--- src/rtl/spi_slave_rx.sv ---
// SPI target receiver: oversampled, synchronised SPI inputs are deserialised MSB-first
// into D/C-tagged bytes and queued in a show-ahead FIFO with a valid/ready read port.
module spi_slave_rx #(
  parameter int FIFO_DEPTH  = 4,
  parameter int SYNC_STAGES = 2
) (
  input  logic       clk,
  input  logic       reset_n,
  input  logic       spi_sck,
  input  logic       spi_mosi,
  input  logic       spi_cs_n,
  input  logic       spi_dc,
  output logic [7:0] rx_data,
  output logic       rx_dc,
  output logic       rx_valid,
  input  logic       rx_ready,
  output logic       busy,
  output logic       frame_err,
  output logic       overflow
);

  // state     | meaning
  // WAIT_IDLE | after reset, wait for cs_n high so a frame in flight is ignored
  // IDLE      | cs_n high, waiting for cs_n fall
  // SHIFT     | cs_n low, shifting bits on sck rising edges
  typedef enum logic [1:0] {WAIT_IDLE, IDLE, SHIFT} state_t;

  localparam int AW = $clog2(FIFO_DEPTH);
  localparam int CW = AW + 1;

  // Vector bit order: 3 sck, 2 mosi, 1 cs_n, 0 dc
  logic [SYNC_STAGES-1:0][3:0] sync_q, sync_d;
  logic [3:0] sync_s;
  logic [3:0] prev_q, prev_d;
  logic       sck_rise_q, sck_rise_d;
  logic       cs_fall_q, cs_fall_d;
  logic       cs_rise_q, cs_rise_d;
  logic       mosi_q, mosi_d;
  logic       dc_q, dc_d;

  state_t     state_q, state_d;
  logic [2:0] cnt_q, cnt_d;
  logic [6:0] shift_q, shift_d;
  logic       push;
  logic [8:0] push_word;

  logic [8:0]    mem_q [FIFO_DEPTH];
  logic [8:0]    mem_d [FIFO_DEPTH];
  logic [AW-1:0] wr_ptr_q, wr_ptr_d;
  logic [AW-1:0] rd_ptr_q, rd_ptr_d;
  logic [CW-1:0] fcnt_q, fcnt_d;
  logic          overflow_q, overflow_d;
  logic          full, do_pop, do_push;

  assign sync_d = {sync_q[SYNC_STAGES-2:0], spi_sck, spi_mosi, spi_cs_n, spi_dc};
  assign sync_s = sync_q[SYNC_STAGES-1];

  always_ff @(posedge clk) begin
    sync_q <= sync_d;
  end

  // Edge strobes are registered, with mosi/dc delayed alongside to stay aligned
  always_comb begin
    prev_d     = sync_s;
    sck_rise_d = sync_s[3] & ~prev_q[3];
    cs_fall_d  = ~sync_s[1] & prev_q[1];
    cs_rise_d  = sync_s[1] & ~prev_q[1];
    mosi_d     = sync_s[2];
    dc_d       = sync_s[0];
  end

  always_comb begin
    state_d   = state_q;
    cnt_d     = cnt_q;
    shift_d   = shift_q;
    push      = 1'b0;
    push_word = '0;
    frame_err = 1'b0;
    case (state_q)
      WAIT_IDLE: begin
        if (sync_s[1]) state_d = IDLE;
      end
      IDLE: begin
        cnt_d = 3'd0;
        if (cs_fall_q) state_d = SHIFT;
      end
      SHIFT: begin
        if (cs_rise_q) begin
          state_d   = IDLE;
          cnt_d     = 3'd0;
          frame_err = (cnt_q != 3'd0);
        end else if (sck_rise_q) begin
          shift_d = {shift_q[5:0], mosi_q};
          cnt_d   = cnt_q + 3'd1;
          if (cnt_q == 3'd7) begin
            push      = 1'b1;
            push_word = {dc_q, shift_q, mosi_q};
          end
        end
      end
      default: state_d = WAIT_IDLE;
    endcase
  end

  assign full     = (fcnt_q == CW'(FIFO_DEPTH));
  assign rx_valid = (fcnt_q != '0);
  assign do_pop   = rx_valid & rx_ready;
  // A pop in the same cycle frees the slot the push lands in
  assign do_push  = push & (~full | do_pop);

  always_comb begin
    mem_d = mem_q;
    if (do_push) mem_d[wr_ptr_q] = push_word;
    wr_ptr_d   = wr_ptr_q + AW'(do_push);
    rd_ptr_d   = rd_ptr_q + AW'(do_pop);
    fcnt_d     = fcnt_q + CW'(do_push) - CW'(do_pop);
    overflow_d = overflow_q | (push & full & ~do_pop);
  end

  always_ff @(posedge clk) begin
    if (!reset_n) begin
      prev_q     <= 4'b1010;
      sck_rise_q <= 1'b0;
      cs_fall_q  <= 1'b0;
      cs_rise_q  <= 1'b0;
      mosi_q     <= 1'b0;
      dc_q       <= 1'b0;
      state_q    <= WAIT_IDLE;
      cnt_q      <= 3'd0;
      shift_q    <= '0;
      for (int i = 0; i < FIFO_DEPTH; i++) mem_q[i] <= '0;
      wr_ptr_q   <= '0;
      rd_ptr_q   <= '0;
      fcnt_q     <= '0;
      overflow_q <= 1'b0;
    end else begin
      prev_q     <= prev_d;
      sck_rise_q <= sck_rise_d;
      cs_fall_q  <= cs_fall_d;
      cs_rise_q  <= cs_rise_d;
      mosi_q     <= mosi_d;
      dc_q       <= dc_d;
      state_q    <= state_d;
      cnt_q      <= cnt_d;
      shift_q    <= shift_d;
      mem_q      <= mem_d;
      wr_ptr_q   <= wr_ptr_d;
      rd_ptr_q   <= rd_ptr_d;
      fcnt_q     <= fcnt_d;
      overflow_q <= overflow_d;
    end
  end

  assign {rx_dc, rx_data} = mem_q[rd_ptr_q];
  assign busy             = (state_q == SHIFT) && (cnt_q != 3'd0);
  assign overflow         = overflow_q;

endmodule

--- config.mk ---
export PLATFORM = sky130hd
export DESIGN_NAME = spi_slave_rx
export DESIGN_NICKNAME = d
export VERILOG_FILES = /design/src/rtl/spi_slave_rx.sv
export SDC_FILE = /design/constraint.sdc
export NUM_CORES = 1
export LEC_CHECK = 0
export BUFFER_PORTS_ARGS = -buffer_cell sky130_fd_sc_hd__buf_2
export CORE_UTILIZATION = 35
export DETAILED_ROUTE_END_ITERATION = 6
export PLACE_DENSITY = 0.58
export SYNTH_ARGS = -nofsm -noshare
export SYNTH_HDL_FRONTEND = slang
export SYNTH_SLANG_ARGS = --single-unit
--- constraint.sdc ---
create_clock -name clk -period 3.2 [get_ports clk]
set_input_delay 0 -clock clk [delete_from_list [all_inputs] [get_ports clk]]
set_output_delay 0 -clock clk [all_outputs]
set_load 0.01 [all_outputs]
After elaboration in Yosys (flattened, before gate mapping)
Cells that the tools add are included.
W data, S select, Z words.
{"block": "totals", "reg_bits": 73, "out_inout_bits": 13, "elab_cells": 84}
{"block": "classes", "addsub": 5, "magnitude_cmp": 3, "n_eq_ne": 8, "n_mux": 23, "bitwise_logic": 17, "reduce_logical": 9}
{"operator": "$mux W9", "count": 7}
{"operator": "$bwmux W36", "count": 1}
{"operator": "$bmux W9 S2", "count": 1}
{"operator": "$demux W9 S2", "count": 1}
{"operator": "$and A1 B1 Y1", "count": 7}
{"operator": "$eq A3 B3 Y1 const B", "count": 2}
{"operator": "$ge A3 B3 Y1 const B", "count": 2}
{"operator": "$mux W1", "count": 6}
{"operator": "$mux W2", "count": 3}
{"operator": "$mux W3", "count": 2}
{"operator": "$ne A2 B2 Y1 const B", "count": 3}
{"operator": "$not A1 Y1", "count": 6}
{"operator": "$not A2 Y3", "count": 2}
{"operator": "$pmux W2 S3", "count": 1}
{"operator": "$pmux W3 S2", "count": 1}
{"operator": "$reduce_and A3 Y1", "count": 2}
{"operator": "$reduce_bool A3 Y1", "count": 2}
{"operator": "$add A2 B1 Y2", "count": 2}
{"operator": "$add A3 B1 Y3", "count": 1}
{"operator": "$add A3 B1 Y3 const B", "count": 1}
{"operator": "$lt A3 B1 Y1 const B", "count": 1}
{"operator": "$ne A3 B3 Y1 const B", "count": 1}
{"operator": "$sub A3 B1 Y3", "count": 1}
{"operator": "$eq A2 B1 Y1 const B", "count": 1}
{"operator": "6 further kinds", "count": 8}

Logic depth before layout (Yosys ltp)
Gate-level depths: netlist of run 1.
{"block": "depth", "word_depth": 8, "depth_mapped": 12}

Worst setup path before layout of run 1
No wires, ideal clock.
{"block": "synth_path", "kind": "reg-to-reg", "from": "reg state_q[0]", "to": "reg fcnt_q[2]", "arrival_ns": 2.274, "t_required_ns": 3.085, "setup_slack_ns": 0.811, "path_stages_with_launch": 13, "path_cell_list": "dfxtp_1 > nor4bb_1 > buf_2 > buf_4 > nand3_1 > ha_1 > inv_1 > ha_1 > inv_1 > fa_1 > xnor2_1 > xnor2_1 > and2_1"}
{"block": "synth_between", "elab_chain_len": 5}
{"item": "start, declared", "line_no": "41", "source": "state_t state_q, state_d;"}
{"item": "start signal, assigned", "line_no": "143", "source": "state_q <= state_d;"}
{"item": "$eq A2 B2 Y1", "line_no": "79", "source": "case (state_q)"}
{"item": "$mux W1", "line_no": "79"}
{"item": "$and A1 B1 Y1", "line_no": "109", "source": "assign do_push = push & (~full | do_pop);"}
{"item": "$add A3 B1 Y3", "line_no": "116", "source": "fcnt_d = fcnt_q + CW'(do_push) - CW'(do_pop);"}
{"item": "$sub A3 B1 Y3", "line_no": "116"}
{"item": "end signal, assigned", "line_no": "149", "source": "fcnt_q <= fcnt_d;"}
{"item": "end, declared", "line_no": "51", "source": "logic [CW-1:0] fcnt_q, fcnt_d;"}
No other way between the ends.
A chain may end at the register's enable or synchronous reset.

Final worst setup path of run 1
{"block": "layout_path", "from": "reg fcnt_q[1]", "to": "reg fcnt_q[2]"}
{"block": "layout_between", "elab_chain_len": 6}
{"item": "$reduce_bool A3 Y1 or $eq A3 B3 Y1 (tied branches)", "line_no": "106, 105"}
{"item": "$and A1 B1 Y1 or $not A1 Y1 (tied branches)", "line_no": "107, 109"}
{"item": "$or A1 B1 Y1", "line_no": "109"}
{"item": "$and A1 B1 Y1", "line_no": "109"}
{"item": "$add A3 B1 Y3", "line_no": "116"}
{"item": "$sub A3 B1 Y3 (*)", "line_no": "116"}
Every way passes the cells marked *; elsewhere a longest branch is shown, timed or not.

==> results of run 1 <==
==> logic make-up (layout without fill, tap and decap cells) <==
kind of cell    count (synthesis)  after routing
mux                            53             53
fa+ha+maj                       8              8
simple gates                   88             88
xor+xnor                        4              4
flops                          71             71
compound gates                  8              8
buf+inv                        24             49
==> routing by layer <==
layer  global-route usage (%)  vias to the layer above  wire [um]
met5                        0                        -          0
met1                    17.57                      820       2500
met3                    4.395                       10        148
met4                    8.073                        0        129
li1                         -                      907          -
met2                    19.71                       23       2249
==> final timing paths <==
path                             endpoint  startpoint  slack, ns  cells after the start
worst max-delay path            fcnt_q[2]   fcnt_q[1]       0.75                     10
worst min-delay path             overflow    rx_ready       0.07                      4
worst max register to register  fcnt_q[2]   fcnt_q[1]       0.75                     10
worst min register to register  prev_d[3]   sync_d[7]       0.33                      0
==> layout by cell type (no fill, tap or decap), types with 2 or more instances in the layout <==
cell	count
a32o_1	2
and2_1	13
buf_2	19
buf_4	2
bufinv_16	2
clkbuf_8	11
clkinv_4	2
dfxtp_1	71
dlygate4sd3_1	4
ha_1	7
inv_1	8
mux2i_1	44
mux4_2	9
nand2_1	45
nand2b_1	4
nand3_1	2
nand4_1	4
nor2_1	3
nor2b_1	11
o22ai_1	2
xnor2_1	2
xor2_1	2
==> through the flow <==
step                setup slack (ns)  power [W]  utilization (%)  std cells  cell area, um^2
floorplan                     0.8111  0.0009406                -        256             2843
global placement              0.8037  0.0009516            38.40        363             2998
detailed placement            0.7578  0.0009517            38.40        363             2998
CTS                           0.7395   0.001776            41.89        383             3271
global route                  0.5494   0.001818            41.89        383             3271
finish                        0.7460   0.001742            41.89        383             3271
==> worst register-to-register path: stages (launching register included) <==
cell	delay, ns
dfxtp_1	0.37
or4b_4	0.59
nand3_1	0.14
ha_1	0.24
inv_1	0.05
ha_1	0.13
inv_1	0.05
fa_1	0.37
xnor2_1	0.14
xnor2_1	0.13
and2_1	0.15
==> state kept, by name, summed over array words and instances (netlist names) <==
signal      count
mem_q          36
shift_q         7
prev_d          4
prev_q          4
sync_d          4
cnt_q           3
fcnt_q          3
rd_ptr_q        2
state_q         2
wr_ptr_q        2
cs_fall_q       1
cs_rise_q       1
overflow        1
sck_rise_q      1
==> report_power, final <==
group | internal (W) | total [W] | switching, W
clock | 0.000484 | 0.000808 | 0.000324
sequential | 0.000894 | 0.000899 | 0.00000514
combinational | 0.0000153 | 0.0000351 | 0.0000198
total | 0.00139 | 0.00174 | 0.000349
==> cell type report <==
class                   count  area (um^2)
fillers                   777         4537
flip-flops and latches     71         1421
multi-input cells         161         1309
clock buffers              12        155.1
repair buffers             25        150.1
well taps                 102        127.6
clock inverters             4        77.57
inverters                   8        30.03
==> repair_timing <==
item | in CTS | in global routing
hold endpoints to repair | 4 | 0
hold buffers | 4 | 0
resized for setup | 0 | 0
==> key figures, run 1 <==
Synthesis
  • Post-synthesis simple-gate area fraction: 15.63%
  • Post-synth top flop: dfxtp_1
  • Synth cell types: 31
  • Post-synth EDFFs: 0
  • Mux contribution to synthesized area: 22.62%
  • Top cells by count, synth: dfxtp_1 (71), nand2_1 (45), mux2i_1 (44)
  • Count leader, synth: dfxtp_1
  • Post-synthesis xor/xnor area fraction: 1.232%
  • Synth area leader: dfxtp_1
  • Syn Inst Count: 256
  • Mapped Area: 2843 um^2
  • Main combinational cell family by area after synthesis: multiplexers
  • Yosys warnings: 0
  • Seq/Total Area, Yosys: 50.00%
  • Adder-Cell Fraction of Synth Area: 3.785%
  • Post-synth ARST share: 0%
  • Synth top area share: 50.00%
  • #FFs+latches synth: 71
  • Syn_nets: 271
  • Top cells by area, synth: dfxtp_1 (50%), mux2i_1 (15%), mux4_2 (7.1%)
  • Synth Area per Inst: 11.10 um^2
  • Post-synthesis compound-gate area fraction: 2.245%

Placed design
  • Port Buf Inserts: 19
  • RePlAce Congestion: 0.6653
  • DP Wirelength: 3121 um

Timing
  • Setup_tns: 0 ns
  • Setup Skew: 0.01072 ns
  • Final setup violation count: 0
  • Slew HR: 33.00%
  • Fin. Hold Viols: 0
  • Clock period minus worst slack: 2.454 ns
  • Final worst-path cycle share: 76.69%
  • RSZ-0062 raised after global routing: no
  • Worst hold slack: 0.07007 ns
  • Slew Limit Fails: 0
  • Worst Max-Slew Pin Slew: 1.005 ns
  • Fmax achieved: 407.5 MHz

CTS
  • Post-CTS Setup Bufs: 0
  • Worst-Skew Late Latency: 0.34 ns
  • Total CTS buffers: 9
  • H-tree Lvls: 3
  • Worst-path clk slew: 0.07 ns
  • CTS Root Cell: clkbuf_8
  • Clk buf depth: 2
  • Clock Sinks: 71
  • TritonCTS clock tree: done

Global route
  • Vias in the first global route: 1799
  • GR Overflow Total: 0
  • First-pass GRT wire length: 8645 um
  • Gr usage total: 13.61%
  • Initial antenna violation count: 0
  • Largest net degree at the start of global routing: 60

Critical path
  • CP top delay family: simple AND/OR/NAND/NOR gates
  • Crit path max fanout: 5
  • CP Buf/Inv Count: 2
  • Crit-path max cell delay: 0.59 ns
  • Critical Path Slowest Stage Cell: or4b_4
  • WP data required: 3.44 ns
  • CP cell instances: or4b_4, nand3_1, ha_1, inv_1, ha_1, inv_1, fa_1, xnor2_1, xnor2_1, and2_1
  • Setup CP Type: reg -> reg
  • Type of origin of the critical path: flip-flop
  • Critical Path AT: 2.70 ns
  • Element type at the critical path end: flip-flop

Floorplan
  • Initial Utilization: 36.41%
  • Core Footprint: 7807 um^2
  • Io pins: 20
  • Die width: 92.12 um
  • Num rows: 32
  • Height of the chip: 92.12 um
  • Die area: 8486 um^2

Cells and area
  • Layout cells sized above 1: 17.08%
  • Synthesis-to-layout area growth: 15.05%
  • Ant diodes: 0
  • Final #Nets: 291

Power
  • Pwr dens: 532.8 nW/um^2
  • Leak Pwr: 1.497 nW
  • Peak supply drop: 221.0 uV

Drt
  • Via density: 4.595
  • DRT Wirelength: 5028 um
  • DR DRC count: 0
  • Via count: 1760
  • Routed len/inst: 13.13 um
  • DRT iter0 DRCs: 82
  • Post-route ant nets: 0
  • DRT Pass-1 Iters: 3

Hold path
  • Worst hold path class: in -> reg

Job
  • Max-capacitance violation count: 0

Run status
  • Outcome: finished, final reports clean
No activity file was read; power rests on OpenSTA's default activity.
==> run 2, diff against run 1 <==
==> constraint.sdc (replaced) <==
create_clock -name clk -period 2.3 [get_ports clk]
set_input_delay 0 -clock clk [delete_from_list [all_inputs] [get_ports clk]]
set_output_delay 0 -clock clk [all_outputs]
set_load 0.01 [all_outputs]
==> key figures, run 2 (synthesized netlist as in run 1, its figures left out) <==
Drt
  • Via count: 1845
  • DRT iter0 DRCs: 36
  • Post-route ant nets: 0
  • Via density: 4.647
  • DRT Pass-1 Iters: 3
  • DR DRC count: 0
  • Routed len/inst: 13.00 um
  • DRT Wirelength: 5161 um

Critical path
  • Most common cell on crit path: ha_4
  • Reg2Reg Setup Slack: 0.01 ns
  • Critical Path Slowest Stage Cell: or4b_4
  • Type of origin of the critical path: flip-flop
  • Setup CP Type: reg -> reg
  • WP data required: 2.53 ns
  • FF-to-FF Start: fcnt_q[0]
  • CP Buf/Inv Count: 2
  • CP cell instances: or4b_4, nand3_4, ha_4, inv_4, ha_4, inv_2, fa_2, xnor2_2, xnor2_1, and2_1
  • Stages on the worst setup path: 10
  • Critical Path Sink: fcnt_q[2]
  • Element type at the critical path end: flip-flop
  • Worst Setup SP: fcnt_q[0]
  • CP top delay family: simple AND/OR/NAND/NOR gates
  • Crit-path max cell delay: 0.54 ns
  • Reg2Reg Depth: 10
  • Critical Path AT: 2.52 ns
  • Crit path max fanout: 4
  • Critical R2R Capture: fcnt_q[2]

Timing
  • Final worst-path cycle share: 99.57%
  • Setup Skew: 0.01550 ns
  • Fmax achieved: 436.7 MHz
  • Final setup violation count: 0
  • RSZ-0062 raised after global routing: yes
  • Clock period minus worst slack: 2.290 ns
  • Final worst slack: 0.009923 ns
  • Setup_tns: 0 ns
  • Fin. Hold Viols: 0
  • Slew Limit Fails: 0
  • Worst Max-Slew Pin Slew: 0.7364 ns
  • Slew HR: 50.91%

Cells and area
  • Layout cells sized above 1: 25.42%
  • Commonest non-fill, non-tap cell in the layout: dfxtp_1
  • Regs by FF count: mem_q x36, shift_q x7
  • Final Cell Area: 3462 um^2
  • Final #Nets: 305
  • Max FFs per register: 36
  • Commonest non-fill, non-tap cells in the layout: dfxtp_1 (68), nand2_1 (45), mux2i_1 (44)
  • Ant diodes: 0
  • Largest Register: mem_q
  • Synthesis-to-layout area growth: 21.79%

Power
  • Internal power: 0.002046 W
  • Clock share of power: 48.7%
  • Leak Pwr: 1.571 nW
  • Logic gate share of total power: 2.1%
  • Sw Ratio: 19.37%
  • Pwr dens: 733.0 nW/um^2
  • Switching power: 0.0004916 W
  • Sequential fraction of design power: 49.2%
  • Peak supply drop: 287.1 uV

CTS
  • Total CTS buffers: 9
  • TritonCTS clock tree: done
  • Clock Sinks: 71
  • Worst-Skew Late Latency: 0.34 ns
  • CTS Root Cell: clkbuf_8
  • Worst-path clk slew: 0.07 ns
  • Clk buf depth: 2
  • H-tree Lvls: 3

Floorplan
  • Die area: 8486 um^2
  • Height of the chip: 92.12 um
  • Io pins: 20
  • Die width: 92.12 um
  • Initial Utilization: 36.41%
  • Core Footprint: 7807 um^2
  • Num rows: 32

Global route
  • First-pass GRT wire length: 8700 um
  • Gr usage total: 13.32%
  • Vias in the first global route: 1843
  • Largest net degree at the start of global routing: 45
  • GR Overflow Total: 0
  • Initial antenna violation count: 0

Hold path
  • Worst hold path class: in -> reg

Placed design
  • Placed cell area: 3095 um^2
  • DP Wirelength: 3344 um
  • RePlAce Congestion: 0.6749
  • Port Buf Inserts: 19
  • Place WS: 0.02405 ns

Run status
  • Outcome: finished, final reports clean

Job
  • Max-capacitance violation count: 0
[run 2: worst min-delay path by stage]
stage          startpoint         to  slack (ns)  cells after the start
2_1_floorplan      spi_dc  sync_d[4]        0.03                      0
3_3_place_gp       spi_dc  sync_d[4]        0.10                      1
3_5_place_dp       spi_dc  sync_d[4]        0.10                      1
4_1_cts          rx_ready   overflow        0.09                      4
5_1_grt          rx_ready   overflow        0.13                      4
6_report         rx_ready   overflow        0.12                      4
[run 2: power groups by stage]
stage / Sequential, W / Combinational [W] / Clock [W]
2_1_floorplan: 0.00128 / 0.0000320 / 0
3_5_place_dp: 0.00128 / 0.0000483 / 0
3_3_place_gp: 0.00128 / 0.0000481 / 0
5_1_grt: 0.00125 / 0.0000590 / 0.00133
6_report: 0.00125 / 0.0000524 / 0.00124
4_1_cts: 0.00125 / 0.0000534 / 0.00129
[run 2: worst register-to-register path, delay by kind of cell (launching register included)]
family,cells,cell delay [ns]
adders and majority gates,3,0.71
xor gates and xnor gates,2,0.26
buffers and inverters,2,0.09
and+or+nand+nor,3,0.76
DFF,1,0.36
[run 2: metrics by stage]
stage	util (%)	hold slack, ns	cells	power, W
after floorplan	-	0.02772	256	0.001309
after global placement	39.65	0.1020	375	0.001327
after detailed placement	39.65	0.1041	375	0.001328
after CTS	43.43	0.08588	395	0.002595
after global routing	44.34	0.1316	397	0.002637
final	44.34	0.1184	397	0.002538
[run 2: final cells by class]
type                    instances  area [um^2]
clock buffers                  11        151.4
clock inverters                 5        103.9
fillers                       729         4345
inverters                       8        32.53
multi-input cells             161         1364
flip-flops and latches         71         1428
well taps                     102        127.6
repair buffers                 39        255.2
[run 2: what timing repair did]
item                                    CTS  global route
buffers inserted                          0             2
resized for setup                         0            14
endpoints found under the hold margin     4             0
hold buffers                              4             0
endpoints found under the setup margin    0             1
[run 2: routing by layer]
layer / wire length, um / up-vias / global-route usage [%]
li1: - / 936 / -
met1: 2413 / 882 / 16.01
met2: 2530 / 21 / 21.95
met3: 167 / 6 / 4.229
met4: 51 / 0 / 5.469
met5: 0 / - / 0
